===== config.mk =====
export PLATFORM = sky130hd
export DESIGN_NAME = riego_scheduler_flat
export DESIGN_NICKNAME = d
export VERILOG_FILES = /design/src/rtl/riego_scheduler_if.sv /design/src/rtl/riego_scheduler.sv /design/src/flat_wrapper.sv
export SDC_FILE = /design/constraint.sdc
export NUM_CORES = 1
export LEC_CHECK = 0
export ABC_AREA = 1
export ABC_CLOCK_PERIOD_IN_PS = 2000
export BUFFER_PORTS_ARGS = -buffer_cell sky130_fd_sc_hd__buf_2
export CORE_MARGIN = 2
export CORE_UTILIZATION = 51
export CTS_BUF_LIST = sky130_fd_sc_hd__clkbuf_4
export DETAILED_ROUTE_END_ITERATION = 10
export PLACE_DENSITY = 0.76
export SLEW_MARGIN = 5
export SYNTH_ARGS = -nofsm -noshare
export SYNTH_HDL_FRONTEND = slang
export SYNTH_SLANG_ARGS = --single-unit

===== constraint.sdc =====
create_clock -name clk -period 2 [get_ports clk]
set_input_delay 0.5 -clock clk [delete_from_list [all_inputs] [get_ports clk]]
set_output_delay 0.5 -clock clk [all_outputs]
set_load 0.02 [all_outputs]

===== src/rtl/riego_scheduler_if.sv =====
// Request/acknowledge bus between the irrigation scheduler and the valve
// controller: zone request codes G1/G2 out, valve drives R1/R2 and status E back.
interface riego_scheduler_if;
  logic [1:0] G1;
  logic [1:0] G2;
  logic [1:0] R1;
  logic [1:0] R2;
  logic [1:0] E;

  modport master (output G1, output G2, input R1, input R2, input E);
  modport slave  (input G1, input G2, output R1, output R2, output E);
endinterface


===== src/rtl/riego_scheduler.sv =====
// Irrigation request generator: waters the latched valve set one valve at a
// time for a latched number of ticks. Each request must be acknowledged by the
// valve controller. A controller error, or a missing/lost grant, parks the
// block in FAULT until stop. All outputs are registered.
module riego_scheduler #(
  parameter int TICK_DIV = 1000,
  parameter int DUR_W    = 8,
  parameter int ACK_TO   = 8,
  parameter int GAP_CYC  = 4
) (
  input  logic                   clk,
  input  logic                   reset,
  input  logic                   start,
  input  logic                   stop,
  input  logic [3:0]             mask,
  input  logic [DUR_W-1:0]       dur,
  riego_scheduler_if.master      ctl,
  output logic                   busy,
  output logic                   done,
  output logic                   fault,
  output logic [1:0]             cur_valve
);

  localparam int PW = $clog2(TICK_DIV);
  localparam int AW = $clog2(ACK_TO);
  localparam int GW = $clog2(GAP_CYC + 1);

  typedef enum logic [2:0] {
    S_IDLE     = 3'd0,
    S_SELECT   = 3'd1,
    S_WAIT_ACK = 3'd2,
    S_RUN      = 3'd3,
    S_GAP      = 3'd4,
    S_FAULT    = 3'd5
  } state_t;

  state_t           state_r,      state_next_s;
  logic [3:0]       mask_r,       mask_next_s;
  logic [DUR_W-1:0] dur_r,        dur_next_s;
  logic [1:0]       cur_valve_r,  cur_next_s;
  logic [1:0]       g1_r,         g1_next_s;
  logic [1:0]       g2_r,         g2_next_s;
  logic             busy_r,       busy_next_s;
  logic             done_r,       done_next_s;
  logic             fault_r,      fault_next_s;
  logic [AW-1:0]    wait_cnt_r,   wait_next_s;
  logic [PW-1:0]    presc_r,      presc_next_s;
  logic [DUR_W-1:0] tick_r,       tick_next_s;
  logic [GW-1:0]    gap_cnt_r,    gap_next_s;

  logic             found_s;
  logic [1:0]       sel_idx_s;
  logic [1:0]       code_s;
  logic [1:0]       r_sel_s;
  logic             err_s;
  logic             grant_s;
  logic [DUR_W-1:0] tick_inc_s;

  // Controller feedback as seen for the zone currently being requested.
  assign r_sel_s    = cur_valve_r[1] ? ctl.R2 : ctl.R1;
  assign err_s      = (ctl.E == 2'b00);
  assign grant_s    = (r_sel_s != 2'b00) && (ctl.E == 2'b01);
  assign tick_inc_s = tick_r + {{(DUR_W-1){1'b0}}, 1'b1};
  assign code_s     = sel_idx_s[0] ? 2'b10 : 2'b01;

  // Lowest pending valve at or above the current index (served bits are cleared).
  always_comb begin
    found_s   = 1'b0;
    sel_idx_s = 2'd0;
    for (int i = 3; i >= 0; i--) begin
      if (mask_r[i] && (2'(i) >= cur_valve_r)) begin
        found_s   = 1'b1;
        sel_idx_s = 2'(i);
      end else begin
        found_s   = found_s;
      end
    end
  end

  // Next-state and next-output logic of the sequencing FSM.
  always_comb begin
    state_next_s = state_r;
    mask_next_s  = mask_r;
    dur_next_s   = dur_r;
    cur_next_s   = cur_valve_r;
    g1_next_s    = g1_r;
    g2_next_s    = g2_r;
    done_next_s  = 1'b0;
    wait_next_s  = wait_cnt_r;
    presc_next_s = presc_r;
    tick_next_s  = tick_r;
    gap_next_s   = gap_cnt_r;

    case (state_r)
      S_IDLE: begin
        g1_next_s  = 2'b00;
        g2_next_s  = 2'b00;
        cur_next_s = 2'd0;
        if (start && !stop) begin
          mask_next_s  = mask;
          dur_next_s   = dur;
          state_next_s = S_SELECT;
        end else begin
          state_next_s = S_IDLE;
        end
      end

      S_SELECT: begin
        if (stop) begin
          state_next_s = S_IDLE;
          cur_next_s   = 2'd0;
        end else if (!found_s || (dur_r == {DUR_W{1'b0}})) begin
          done_next_s  = 1'b1;
          state_next_s = S_IDLE;
          cur_next_s   = 2'd0;
        end else begin
          cur_next_s   = sel_idx_s;
          wait_next_s  = {AW{1'b0}};
          state_next_s = S_WAIT_ACK;
          if (sel_idx_s[1]) begin
            g2_next_s = code_s;
          end else begin
            g1_next_s = code_s;
          end
        end
      end

      S_WAIT_ACK: begin
        if (stop) begin
          g1_next_s    = 2'b00;
          g2_next_s    = 2'b00;
          cur_next_s   = 2'd0;
          state_next_s = S_IDLE;
        end else if (err_s) begin
          g1_next_s    = 2'b00;
          g2_next_s    = 2'b00;
          state_next_s = S_FAULT;
        end else if (grant_s) begin
          presc_next_s = {PW{1'b0}};
          tick_next_s  = {DUR_W{1'b0}};
          state_next_s = S_RUN;
        end else if (wait_cnt_r == AW'(ACK_TO - 1)) begin
          g1_next_s    = 2'b00;
          g2_next_s    = 2'b00;
          state_next_s = S_FAULT;
        end else begin
          wait_next_s  = wait_cnt_r + {{(AW-1){1'b0}}, 1'b1};
        end
      end

      S_RUN: begin
        if (stop) begin
          g1_next_s    = 2'b00;
          g2_next_s    = 2'b00;
          cur_next_s   = 2'd0;
          state_next_s = S_IDLE;
        end else if (err_s || (r_sel_s == 2'b00)) begin
          g1_next_s    = 2'b00;
          g2_next_s    = 2'b00;
          state_next_s = S_FAULT;
        end else if (presc_r == PW'(TICK_DIV - 1)) begin
          presc_next_s = {PW{1'b0}};
          tick_next_s  = tick_inc_s;
          if (tick_inc_s == dur_r) begin
            g1_next_s    = 2'b00;
            g2_next_s    = 2'b00;
            gap_next_s   = {GW{1'b0}};
            state_next_s = S_GAP;
          end else begin
            state_next_s = S_RUN;
          end
        end else begin
          presc_next_s = presc_r + {{(PW-1){1'b0}}, 1'b1};
        end
      end

      S_GAP: begin
        g1_next_s = 2'b00;
        g2_next_s = 2'b00;
        if (stop) begin
          cur_next_s   = 2'd0;
          state_next_s = S_IDLE;
        end else if (gap_cnt_r == GW'(GAP_CYC - 1)) begin
          // Retire the valve just served; SELECT then moves past it.
          mask_next_s[cur_valve_r] = 1'b0;
          state_next_s             = S_SELECT;
        end else begin
          gap_next_s = gap_cnt_r + {{(GW-1){1'b0}}, 1'b1};
        end
      end

      S_FAULT: begin
        g1_next_s = 2'b00;
        g2_next_s = 2'b00;
        if (stop) begin
          cur_next_s   = 2'd0;
          state_next_s = S_IDLE;
        end else begin
          state_next_s = S_FAULT;
        end
      end

      default: begin
        g1_next_s    = 2'b00;
        g2_next_s    = 2'b00;
        cur_next_s   = 2'd0;
        state_next_s = S_IDLE;
      end
    endcase

    busy_next_s  = (state_next_s != S_IDLE);
    fault_next_s = (state_next_s == S_FAULT);
  end

  // State, latches, counters and registered outputs; reset drops any request at once.
  always_ff @(posedge clk or negedge reset) begin
    if (!reset) begin
      state_r     <= S_IDLE;
      mask_r      <= 4'b0000;
      dur_r       <= {DUR_W{1'b0}};
      cur_valve_r <= 2'd0;
      g1_r        <= 2'b00;
      g2_r        <= 2'b00;
      busy_r      <= 1'b0;
      done_r      <= 1'b0;
      fault_r     <= 1'b0;
      wait_cnt_r  <= {AW{1'b0}};
      presc_r     <= {PW{1'b0}};
      tick_r      <= {DUR_W{1'b0}};
      gap_cnt_r   <= {GW{1'b0}};
    end else begin
      state_r     <= state_next_s;
      mask_r      <= mask_next_s;
      dur_r       <= dur_next_s;
      cur_valve_r <= cur_next_s;
      g1_r        <= g1_next_s;
      g2_r        <= g2_next_s;
      busy_r      <= busy_next_s;
      done_r      <= done_next_s;
      fault_r     <= fault_next_s;
      wait_cnt_r  <= wait_next_s;
      presc_r     <= presc_next_s;
      tick_r      <= tick_next_s;
      gap_cnt_r   <= gap_next_s;
    end
  end

  assign ctl.G1    = g1_r;
  assign ctl.G2    = g2_r;
  assign busy      = busy_r;
  assign done      = done_r;
  assign fault     = fault_r;
  assign cur_valve = cur_valve_r;

endmodule


===== src/flat_wrapper.sv =====
// flat-port wrapper written by rule: the top's interface ports become plain ports
module riego_scheduler_flat 
#(
  parameter int TICK_DIV = 1000,
  parameter int DUR_W    = 8,
  parameter int ACK_TO   = 8,
  parameter int GAP_CYC  = 4
)
  (clk, reset, start, stop, mask, dur, busy, done, fault, cur_valve, ctl_G1, ctl_G2, ctl_R1, ctl_R2, ctl_E);
  riego_scheduler_if ctl_i ();
  input  logic clk;
  input  logic reset;
  input  logic start;
  input  logic stop;
  input  logic [3:0] mask;
  input  logic [DUR_W-1:0] dur;
  output logic busy;
  output logic done;
  output logic fault;
  output logic [1:0] cur_valve;
  output wire logic [$bits(ctl_i.G1)-1:0] ctl_G1;
  output wire logic [$bits(ctl_i.G2)-1:0] ctl_G2;
  input wire logic [$bits(ctl_i.R1)-1:0] ctl_R1;
  input wire logic [$bits(ctl_i.R2)-1:0] ctl_R2;
  input wire logic [$bits(ctl_i.E)-1:0] ctl_E;
  assign ctl_G1 = ctl_i.G1;
  assign ctl_G2 = ctl_i.G2;
  assign ctl_i.R1 = ctl_R1;
  assign ctl_i.R2 = ctl_R2;
  assign ctl_i.E = ctl_E;
  riego_scheduler #(.TICK_DIV(TICK_DIV), .DUR_W(DUR_W), .ACK_TO(ACK_TO), .GAP_CYC(GAP_CYC)) u_core (.clk(clk), .reset(reset), .start(start), .stop(stop), .mask(mask), .dur(dur), .ctl(ctl_i), .busy(busy), .done(done), .fault(fault), .cur_valve(cur_valve));
endmodule

Word level (Yosys, flattened, before mapping)
Index checks and enable logic that the tools add are counted.
{ "word_totals": {"output_inout_bits": 9, "elab_cells": 170, "regBits": 48, "inputBits": 22} }
{ "op_classes": {"n_addsub": 4, "n_reduce_logical": 30, "magnitude_cmp": 6, "eq_ne": 33, "muxes": 82, "bitwise": 2} }
{ "op_table": {"columns": ["operator", "count"], "rows": [
  ["$mux W3", 24],
  ["$mux W10", 6],
  ["$mux W2", 24],
  ["$mux W8", 6],
  ["$reduce_and A7 Y1", 5],
  ["$ne A2 B2 Y1 const B", 11],
  ["$pmux W10 S2", 1],
  ["$pmux W3 S6", 1],
  ["$pmux W8 S2", 1],
  ["$ne A2 B1 Y1 const B", 7],
  ["$eq A3 B3 Y1 const B", 4],
  ["$mux W4", 3],
  ["$ne A4 B2 Y1 const B", 3],
  ["$pmux W2 S3", 2],
  ["$pmux W3 S2", 2],
  ["$add A10 B1 Y10 const B", 1],
  ["$eq A10 B10 Y1 const B", 1],
  ["$reduce_bool A2 Y1", 5],
  ["$eq A3 B2 Y1 const B", 3],
  ["$mux W1", 9],
  ["$add A8 B1 Y8 const B", 1],
  ["$eq A8 B8 Y1", 1],
  ["$logic_not A8 Y1", 1],
  ["$pmux W4 S2", 1],
  ["22 further kinds", 34]
]} }

Logic depth before layout (Yosys ltp)
{ "depth": {"ltp_word": 12, "ltp_mapped": 15, "depth_no_buf": 15} }

Least setup slack after synthesis
OpenSTA, ideal clock, no wires.
{ "synth_timing": {"path_type": "flip-flop to flip-flop", "from": "reg u_core.tick_r[0]", "to": "reg u_core.busy_r (netlist: u_core.busy)", "arrival_ns": 1.631, "path_buffers": 0, "setup_ns": 0.124, "path_stages_with_launch": 15, "synth_period_minus_slack_ns": 1.755, "t_required_ns": 1.876, "path_slack_ns": 0.245, "path_cell_list": "dfrtp_1 -> ha_1 -> inv_1 -> nand2_1 -> nand2_1 -> nor2_1 -> nand3_1 -> nor2_1 -> nand2_1 -> nor2_1 -> nand3_2 -> nand2_1 -> nand2_1 -> a21boi_1 -> nand2_1"} }
{ "synth_via": {"elab_chain_len": 8} }
{ "synth_rtl": {"columns": ["item", "line", "text"], "rows": [
  ["start, declared", "riego_scheduler.sv:48", "logic [DUR_W-1:0] tick_r, tick_next_s;"],
  ["start signal, assigned", "riego_scheduler.sv:229", "tick_r <= {DUR_W{1'b0}};"],
  ["start signal, assigned", "riego_scheduler.sv:243", "tick_r <= tick_next_s;"],
  ["$add A8 B1 Y8", "riego_scheduler.sv:63", "assign tick_inc_s = tick_r + {{(DUR_W-1){1'b0}}, 1'b1};"],
  ["$eq A8 B8 Y1", "riego_scheduler.sv:164", "if (tick_inc_s == dur_r) begin"],
  ["$mux W3", "riego_scheduler.sv:164", null],
  ["$mux W3", "riego_scheduler.sv:161", "end else if (presc_r == PW'(TICK_DIV - 1)) begin"],
  ["$mux W3", "riego_scheduler.sv:157", "end else if (err_s || (r_sel_s == 2'b00)) begin"],
  ["$mux W3", "riego_scheduler.sv:152", "if (stop) begin"],
  ["$pmux W3 S6", "riego_scheduler.sv:94", "case (state_r)"],
  ["$reduce_bool A3 Y1", "riego_scheduler.sv:211", "busy_next_s = (state_next_s != S_IDLE);"],
  ["via u_core.busy_next_s", "riego_scheduler.sv:43", "logic busy_r, busy_next_s;"],
  ["end signal, assigned", "riego_scheduler.sv:238", "busy_r <= busy_next_s;"],
  ["end, declared", "riego_scheduler.sv:43", null]
]} }
The timed path passes the listed nets, and every way through them passes these cells.
A chain may end at the register's enable or synchronous reset.

Worst setup path after layout
{ "layout_timing": {"from": "reg u_core.tick_r[1]", "to": "reg u_core.gap_cnt_r[1]"} }
{ "layout_via": {"elab_chain_len": 4} }
{ "layout_rtl": {"columns": ["item", "line", "text"], "rows": [
  ["$add A8 B1 Y8", "riego_scheduler.sv:63", null],
  ["$eq A8 B8 Y1", "riego_scheduler.sv:164", null],
  ["$ne A2 B1 Y1 (no source line)", null, null],
  ["$reduce_and A7 Y1 (no source line)", null, null],
  ["end signal, assigned", "riego_scheduler.sv:230", "gap_cnt_r <= {GW{1'b0}};"],
  ["end signal, assigned", "riego_scheduler.sv:244", "gap_cnt_r <= gap_next_s;"],
  ["end, declared", "riego_scheduler.sv:49", "logic [GW-1:0] gap_cnt_r, gap_next_s;"]
]} }
Every way passes these cells.

==> reports/qor.yml <==
worst_hold_path:
  hp-class: "input pin to async pin"
synthesis:
  yosysSeqAreaShare_pct: 42.6
  synthCells: 370
  yosysUniqueCellTypes: 39
  synth_area_um2: 2820
  synth-seq-cells: 48
  postSynthAreaPerCell_um2: 7.62
  synth_nets: 398
  ys.warnings.count: 0
timing:
  finalSetupTns_ns: 0
  finClkSkew_ns: 0.0123
  min_period_ns: 1.87
  setup_violations: 0
  relSlewSlack_pct: 72.2
  hold_viol_final: 0
  rsz0062_at_grt: "true"
  hold_slack_ns: 0.0385
  period_share_pct: 93.3
  fmax_mhz: 536
  maxSlewViolCount: 0
  worst_slew_pin_slew_ns: 0.418
clock_tree:
  cts.sink_count: 48
  cts_hold_buf: 0
  clk_path_buf_depth: 2
  cts_made_buffers: 5
  cts.reportedPaths.clkPinSlew_ns: 0.13
  htree_levels: 2
  cts_root_buf: "clkbuf_4"
  clock_latency_ns: 0.37
  cts_tree: "built"
setup_path:
  critPathLaunch: "u_core.tick_r[1]$_DFFE_PN0P_"
  cp-end-kind: "flop"
  critPathArrivalTime_ns: 2.13
  crit_path_start_kind: "flop"
  crit_required_ns: 2.27
  crit_fanout: 6
  r2r-start: "u_core.tick_r[1]$_DFFE_PN0P_"
  crit_type: "flop to flop"
floorplanning:
  die_width_um: 78.4
  die_h_um: 78.4
  coreArea_um2: 5440
  num_rows: 27
  dieArea_um2: 6140
  io_pins: 31
  start_util_pct: 51.9
finish:
  nFillCells: 493
  drive_gt1_share_pct: 22.9
  num-nets-final: 443
  areaGrowthSynthToFinish_pct: 14.1
  n_antenna_cell: 0
drt:
  via_count: 2503
  drc: 0
  drt-total-wl_um: 6030
  drt_iter0_drc: 111
  ant_nets: 0
  wl_per_cell_um: 12.4
  vias_per_cell: 5.14
  drtPass1Iterations: 4
global_route:
  grt_use_total_pct: 21.2
  grt_max_degree: 20
  grt_pass1_wl_um: 10500
  antenna_found_initial: 0
  grt-ovfl-total: 0
  grt_pass1_vias: 2515
status:
  outcome: "completed"
power_and_ir_drop:
  power.density_nw_per_um2: 1010
  cellLeakagePower_nw: 1.57
  ir_drop_uv: 544
  finalPower_mw: 3.27
place:
  place_congestion: 0.874
  port_buffers: 30
  dpl.hpwl_um: 4620
job:
  drv_cap: 0
## through the flow
step | utilization, % | cells | setup slack [ns] | instance area, µm²
6_report | 59.1 | 487 | 0.134 | 3220
3_3_place_gp | 57.1 | 477 | 0.146 | 3100
3_5_place_dp | 57.1 | 477 | 0.110 | 3100
5_1_grt | 59.1 | 487 | -0.0330 | 3220
2_1_floorplan | - | 370 | 0.245 | 2820
4_1_cts | 57.9 | 484 | 0.0852 | 3150
## Yosys cell counts
cell type | instances | area [µm²]
mux2_2 | 4 | 45.0
inv_1 | 47 | 176
nor2_4 | 4 | 45.0
xor2_1 | 1 | 8.76
nand2_2 | 5 | 31.3
nand2_1 | 102 | 383
dfrtp_1 | 48 | 1200
xnor2_1 | 1 | 8.76
nand2_4 | 1 | 11.3
nor3b_1 | 1 | 7.51
ha_1 | 6 | 75.1
xor2_2 | 1 | 16.3
nor2_1 | 37 | 139
or2_2 | 2 | 12.5
a21oi_1 | 20 | 100
a31oi_1 | 3 | 18.8
nor3_2 | 1 | 10.0
nand4_1 | 3 | 18.8
o21ai_1 | 12 | 60.1
buf_4 | 1 | 7.51
nand3_1 | 11 | 55.1
nand3_2 | 8 | 80.1
clkinv_1 | 2 | 7.51
nor4_4 | 1 | 21.3
nand3b_1 | 3 | 22.5
nor3_4 | 1 | 16.3
inv_2 | 7 | 26.3
a21boi_2 | 1 | 11.3
and2_1 | 1 | 6.26
nor2_2 | 2 | 12.5
nor4_1 | 1 | 6.26
nor3_1 | 8 | 40.0
a211oi_1 | 1 | 7.51
o21ai_2 | 1 | 8.76
clkbuf_1 | 1 | 3.75
a21boi_1 | 1 | 7.51
o21ai_0 | 10 | 50.1
o22ai_1 | 9 | 56.3
buf_2 | 1 | 5.00
## state kept, by name, indices dropped and copies added (netlist names), 3 cells and up
signal,flops
u_core.dur_r,8
u_core.gap_cnt_r,3
u_core.mask_r,4
u_core.presc_r,10
u_core.state_r,3
u_core.tick_r,8
u_core.wait_cnt_r,3
## per-layer routing
layer / vias up / GRT usage (%) / wire [µm]
li1: 1278 / - / -
met1: 1175 / 26.3 / 2740
met2: 38 / 37.5 / 3000
met3: 12 / 3.68 / 192
met4: 0 / 7.02 / 93
met5: - / 0 / 0
## critical path: stages (launching register included)
cell	delay (ns)
dfrtp_2	0.46
ha_4	0.27
inv_2	0.03
nand2_1	0.04
nand2_1	0.04
nor2_1	0.09
nand3_1	0.06
nor2_1	0.09
nand2_1	0.07
nor2_2	0.12
nand3_4	0.12
nand2_1	0.09
nand3_2	0.12
nand2_1	0.10
o21ai_1	0.06
## final timing paths
check | slack, ns | depth (start not counted) | to
worst max-delay path | 0.13 | 14 | u_core.gap_cnt_r[1]$_DFFE_PN0P_
max in group asynchronous | 1.35 | 2 | u_core.ctl.G2[1]$_DFFE_PN0P_
worst min register to register | 0.50 | 2 | u_core.wait_cnt_r[1]$_DFFE_PN0P_
worst max register to register | 0.13 | 14 | u_core.gap_cnt_r[1]$_DFFE_PN0P_
min in group clk | 0.35 | 2 | u_core.dur_r[6]$_DFFE_PN0P_
worst min-delay path | 0.04 | 1 | u_core.dur_r[4]$_DFFE_PN0P_
## area by class of cell
cell class | instances | area, µm² | area share [%]
clock inverter | 2 | 7.51 | 0.233
multi-input combinational | 263 | 1440 | 44.7
inverter | 56 | 210 | 6.53
tap | 72 | 90.1 | 2.80
sequential | 48 | 1200 | 37.4
clock buffer | 5 | 37.5 | 1.17
timing repair buffer | 41 | 233 | 7.23
## report_power, final
part	internal, mW	leakage, nW	total, mW	switching, mW
Clock	0.123	0.0261	0.424	0.301
Sequential	1.25	0.631	1.51	0.253
Combinational	0.498	0.915	1.33	0.834
## timing repair
action                     4_1_cts  5_1_grt
setup endpoints to repair        0       15
buffers inserted                 0        3
resized for setup                0       12
## logic make-up after synthesis
| family | Yosys count | share of synthesized area [%] |
|---|---|---|
| AND/OR/NAND/NOR | 192 | 32.6 |
| buffers and inverters | 59 | 8.03 |
| AO/OA/AOI/OAI | 58 | 11.4 |
| flip-flops | 48 | 42.6 |
| adder cells (fa/ha/maj) | 6 | 2.66 |
| multiplexers | 4 | 1.60 |
| XOR/XNOR | 3 | 1.20 |
## cell usage in the layout, fill, tap and decap left out, types with 2 or more instances in the layout
| cell | instances |
|---|---|
| a21boi_2 | 2 |
| a21oi_1 | 20 |
| a31oi_1 | 3 |
| buf_2 | 30 |
| buf_4 | 11 |
| clkbuf_4 | 5 |
| clkinv_1 | 4 |
| dfrtp_1 | 47 |
| ha_1 | 5 |
| inv_1 | 46 |
| inv_2 | 8 |
| mux2_2 | 4 |
| nand2_1 | 99 |
| nand2_2 | 7 |
| nand2_4 | 2 |
| nand3_1 | 11 |
| nand3_2 | 7 |
| nand3b_1 | 3 |
| nand4_1 | 3 |
| nor2_1 | 34 |
| nor2_2 | 5 |
| nor2_4 | 4 |
| nor3_1 | 8 |
| o21ai_0 | 10 |
| o21ai_1 | 12 |
| o22ai_1 | 9 |
| or2_2 | 2 |
No activity file was read; power rests on OpenSTA's default activity.
